### src/rtl/arb_pkg.sv
// Shared arbitration types and sizes for the N-way arbiters in this slice.
package arb_pkg;
   localparam int NUM_REQ = 4;
   localparam int SRC_W   = 2;

   typedef logic [SRC_W-1:0] src_idx_t;
endpackage

### src/rtl/mux4.sv
// Plain 4:1 payload mux; s picks d0..d3.
module mux4 #(
   parameter int WIDTH = 32
) (
   input  logic [WIDTH-1:0] d0,
   input  logic [WIDTH-1:0] d1,
   input  logic [WIDTH-1:0] d2,
   input  logic [WIDTH-1:0] d3,
   input  logic [1:0]       s,
   output logic [WIDTH-1:0] y
);
   always_comb begin
      unique case (s)
         2'd0:    y = d0;
         2'd1:    y = d1;
         2'd2:    y = d2;
         default: y = d3;
      endcase
   end
endmodule

### src/rtl/rr_pick4.sv
// Rotating-priority picker: first set req_valid bit scanning from ptr upward, mod 4.
module rr_pick4
   import arb_pkg::*;
(
   input  logic [NUM_REQ-1:0] req_valid,
   input  src_idx_t           ptr,
   output src_idx_t           winner,
   output logic               any_req
);
   src_idx_t idx;

   // Scan farthest-first so the candidate closest to ptr is written last and wins.
   always_comb begin
      winner = ptr;
      idx    = '0;
      for (int k = NUM_REQ - 1; k >= 0; k--) begin
         idx = ptr + src_idx_t'(k);
         if (req_valid[idx]) winner = idx;
      end
   end

   assign any_req = |req_valid;
endmodule

### src/rtl/rr_arb4.sv
// Four-way round-robin arbiter feeding a one-entry registered valid/ready output.
module rr_arb4
   import arb_pkg::*;
#(
   parameter int WIDTH = 32
) (
   input  logic             clk,
   input  logic             rst,
   input  logic [3:0]       req_valid,
   input  logic [WIDTH-1:0] req_data0,
   input  logic [WIDTH-1:0] req_data1,
   input  logic [WIDTH-1:0] req_data2,
   input  logic [WIDTH-1:0] req_data3,
   output logic [3:0]       req_ready,
   output logic             out_valid,
   output logic [WIDTH-1:0] out_data,
   output logic [1:0]       out_src,
   input  logic             out_ready
);
   src_idx_t         ptr;
   src_idx_t         winner;
   logic             any_req;
   logic             load;
   logic             grant;
   logic [WIDTH-1:0] sel_data;

   rr_pick4 u_pick (
      .req_valid (req_valid),
      .ptr       (ptr),
      .winner    (winner),
      .any_req   (any_req)
   );

   mux4 #(.WIDTH(WIDTH)) u_mux (
      .d0 (req_data0),
      .d1 (req_data1),
      .d2 (req_data2),
      .d3 (req_data3),
      .s  (winner),
      .y  (sel_data)
   );

   // The register can take a new entry when empty or when its entry leaves this cycle.
   assign load  = ~rst & (~out_valid | out_ready);
   assign grant = load & any_req;

   always_comb begin
      req_ready = '0;
      if (grant) req_ready[winner] = 1'b1;
   end

   always_ff @(posedge clk) begin
      if (rst) begin
         ptr       <= '0;
         out_valid <= 1'b0;
         out_data  <= '0;
         out_src   <= '0;
      end else if (grant) begin
         ptr       <= winner + src_idx_t'(1);
         out_valid <= 1'b1;
         out_data  <= sel_data;
         out_src   <= winner;
      end else if (out_valid & out_ready) begin
         out_valid <= 1'b0;
      end
   end
endmodule

### config.mk
export PLATFORM = sky130hd
export DESIGN_NAME = rr_arb4
export DESIGN_NICKNAME = d
export VERILOG_FILES = /design/src/rtl/arb_pkg.sv /design/src/rtl/mux4.sv /design/src/rtl/rr_pick4.sv /design/src/rtl/rr_arb4.sv
export SDC_FILE = /design/constraint.sdc
export NUM_CORES = 1
export LEC_CHECK = 0
export BUFFER_PORTS_ARGS = -buffer_cell sky130_fd_sc_hd__buf_4
export CAP_MARGIN = 25
export CORE_MARGIN = 10
export CORE_UTILIZATION = 43
export CTS_BUF_LIST = sky130_fd_sc_hd__clkbuf_2
export DETAILED_ROUTE_END_ITERATION = 7
export MAX_ROUTING_LAYER = met4
export PLACE_DENSITY = 0.87
export SETUP_SLACK_MARGIN = 0.15
export SLEW_MARGIN = 20
export SYNTH_ARGS = -nofsm -noshare
export SYNTH_HDL_FRONTEND = slang
export SYNTH_SLANG_ARGS = --single-unit
### constraint.sdc
create_clock -name clk -period 3.87 [get_ports clk]
set_input_delay 0.1935 -clock clk [delete_from_list [all_inputs] [get_ports clk]]
set_output_delay 0.1935 -clock clk [all_outputs]
set_load 0.05 [all_outputs]
==> summary.md <==
| Metric | Value |
|---|---|
| CORE AREA | `0.00479 sq mm` |
| Most frequent cell after synthesis | `o21ai_0` |
| Router iterations before antenna repair | `5` |
| # hold bufs at CTS | `0` |
| VDD IR max | `0.000235 V` |
| Port-buffer cells | `173` |
| Seq. cell area | `741 sq um` |
| Worst clock skew | `0.0189 ns` |
| Data arrival, critical path | `2.99 ns` |
| Die area | `0.00821 sq mm` |
| Worst Max-Slew Pin Slew | `0.872 ns` |
| Fill count | `433` |
| Cell mode on critical path | `buf_4` |
| Yosys reg bits | `37` |
| WL final | `9170 um` |
| CTS Root Cell | `clkbuf_2` |
| DRC Markers | `0` |
| Most used DFF post-synth | `dfxtp_1` |
| Syn Std Cell Area | `0.00214 sq mm` |
| Share of the synthesized area in the top cell type | `34.5%` |
| Sequential area share after synthesis | `34.5%` |
| Layout cells sized above 1 | `44.5%` |
| Worst hold path class | `in2reg` |
| Max-slew violations | `0` |
| DR vias | `2,739` |
| Bufs on Longest Clock Path | `2` |
| Gr usage total | `21.1%` |
| Unrepaired setup endpoints after global routing | `false` |
| First-pass GRT wire length | `14,000 um` |
| Cell taking the most area after synthesis | `dfxtp_1` |
| Worst R2R Setup Slack | `1.00 ns` |
| Layout Area Growth over Synthesis | `61.4%` |
| Multi-input gate area | `0.00126 sq mm` |
| IO Pins | `174` |
| Setup Fix Bufs, Post-CTS | `0` |
| Synth Instances | `266` |
| Detailed placement HPWL | `7100 um` |
| Antenna Cells | `0` |
| Post-route ant nets | `0` |
| Initial antenna violation count | `0` |
| Final Hold Viols | `0` |
| Critical path class | `reg2out` |
| CP cell instances | `inv_1, nor3_1, o311ai_0, ha_1, buf_4, and2_1, buf_4` |
| Htree depth | `2` |
| Number of synthesized flops with an enable pin | `0` |
| Starting Density | `44.8%` |
| CP peak stage delay | `0.72 ns` |
| Status | `finished clean` |
| Die Y | `90.6 um` |
| Setup ws final | `0.683 ns` |
| Wire per inst | `18.8 um` |
| Startpoint Class | `register` |
| Clk_lat worst skew | `0.39 ns` |
| Via density | `5.62` |
| Slowest library cell on the worst path | `o311ai_0` |
| Syn_nets | `406` |
| GPL Wtd Cong | `0.811` |
| Final Setup Violations | `0` |
| Post-synth ARST share | `0%` |
| Number of gates resized after cts | `0` |
| Slew headroom | `41.1%` |
| Post-synth cell types | `28` |
| Pin count of the biggest net entering global routing | `71` |
| Gr ovfl total | `0` |
| P_leak | `1.65 nW` |
| Number of global-route vias before repair | `2,663` |
| Die X | `90.6 um` |
| Yosys warns | `0` |
| Fin crit share | `82.4%` |
| Crit end category | `output port` |
| Power Density | `407 mW/mm^2` |
| Setup TNS | `0 ns` |
| CTS tree | `done` |
| Commonest cells post-synth | `67 x o21ai_0, 37 x dfxtp_1, 35 x nand3b_1` |
| CTS Sinks | `37` |
| Num rows | `25` |
| Iter 0 DRT Violations | `242` |
| CP required | `3.68 ns` |
| Final critical-path required period | `3.19 ns` |
| Pre-CTS WS | `0.968 ns` |
| Maxcap violations | `0` |
| Syn_area_per_cell | `8.06 sq um` |
| FMAX | `0.314 GHz` |
| Synth area leaders | `dfxtp_1 35%, o21ai_0 16%, a222oi_1 15%` |
| Num CTS Buffers | `5` |
| CP Max Fanout | `21` |
| Final-stage net count | `559` |
| Clock transition at the registers of the reported paths | `0.20 ns` |
routing by layer:
| metal | global-route usage [%] | vias up | routed length, um |
|---|---|---|---|
| met5 | - | - | 0 |
| met4 | 4.24 | 0 | 79 |
| met3 | 8.56 | 6 | 1030 |
| met2 | 34.8 | 137 | 4440 |
| met1 | 23.5 | 1273 | 3610 |
| li1 | - | 1323 | - |
report_power, final:
group          internal, mW  switching [mW]
logic                 0.288           0.460
registers             0.447          0.0361
clock network        0.0454           0.133
final timing paths:
path | startpoint | endpoint | cells after the start
worst max-delay path | ptr[0] | req_ready[2] | 7
worst min-delay path | req_data3[5] | out_data[5] | 3
worst max register to register | ptr[0] | out_data[19] | 10
worst min register to register | out_data[5] | out_data[5] | 2
cell families after synthesis:
kind of cell,after synthesis,synth area share [%]
AOI/OAI and AO/OA,107,33.4
and+or+nand+nor,83,22.2
DFF,37,34.5
buffers and inverters,34,6.94
adders and majority gates,5,2.92
worst max-delay path: cells and delay by family, from the launching register on:
family	cells	cell delay [ns]
flip-flops	1	0.36
buffers and inverters	3	0.64
AND/OR/NAND/NOR	2	0.24
AO/OA/AOI/OAI	1	0.72
adder cells (fa/ha/maj)	1	0.63
metrics by stage:
step / instances / util (%) / instance area [sq um] / hold WS (ns) / total power, mW
finish: 487 / 72.3 / 3460 / 0.0513 / 1.41
global route: 487 / 72.3 / 3460 / 0.0253 / 1.50
CTS: 487 / 72.2 / 3460 / 0.0378 / 1.42
detailed placement: 479 / 71.4 / 3420 / 0.476 / 1.24
global placement: 479 / 71.4 / 3420 / 0.467 / 1.23
floorplan: 266 / - / 2140 / 0.375 / 0.965
state kept, by name (all words and copies together) (netlist names):
| register | count |
|---|---|
| out_data | 32 |
| out_src | 2 |
| ptr | 2 |
| out_valid | 1 |
layout make-up:
class                           instances  area share, %
Multi-Input combinational cell        195           36.4
Clock inverter                          2          0.289
Inverter                                4          0.434
Clock buffer                            6          0.868
Sequential cell                        37           21.4
Timing Repair Buffer                  176           38.2
Tap cell                               67           2.42
cell usage in the layout, fill, tap and decap left out:
| cell type | n |
|---|---|
| a211oi_1 | 1 |
| a21oi_2 | 1 |
| a222oi_1 | 32 |
| and2_1 | 4 |
| buf_4 | 176 |
| clkbuf_2 | 6 |
| clkinv_2 | 2 |
| dfxtp_1 | 37 |
| ha_1 | 5 |
| inv_1 | 3 |
| inv_2 | 1 |
| nand2_1 | 32 |
| nand3b_1 | 35 |
| nor2_1 | 2 |
| nor2b_1 | 6 |
| nor3_1 | 2 |
| nor4_1 | 1 |
| o21a_1 | 1 |
| o21ai_0 | 67 |
| o21ai_1 | 1 |
| o21bai_1 | 1 |
| o311ai_0 | 1 |
| o31a_1 | 1 |
| o31ai_1 | 1 |
| or3_4 | 1 |
(Power assumes the default switching activity.)
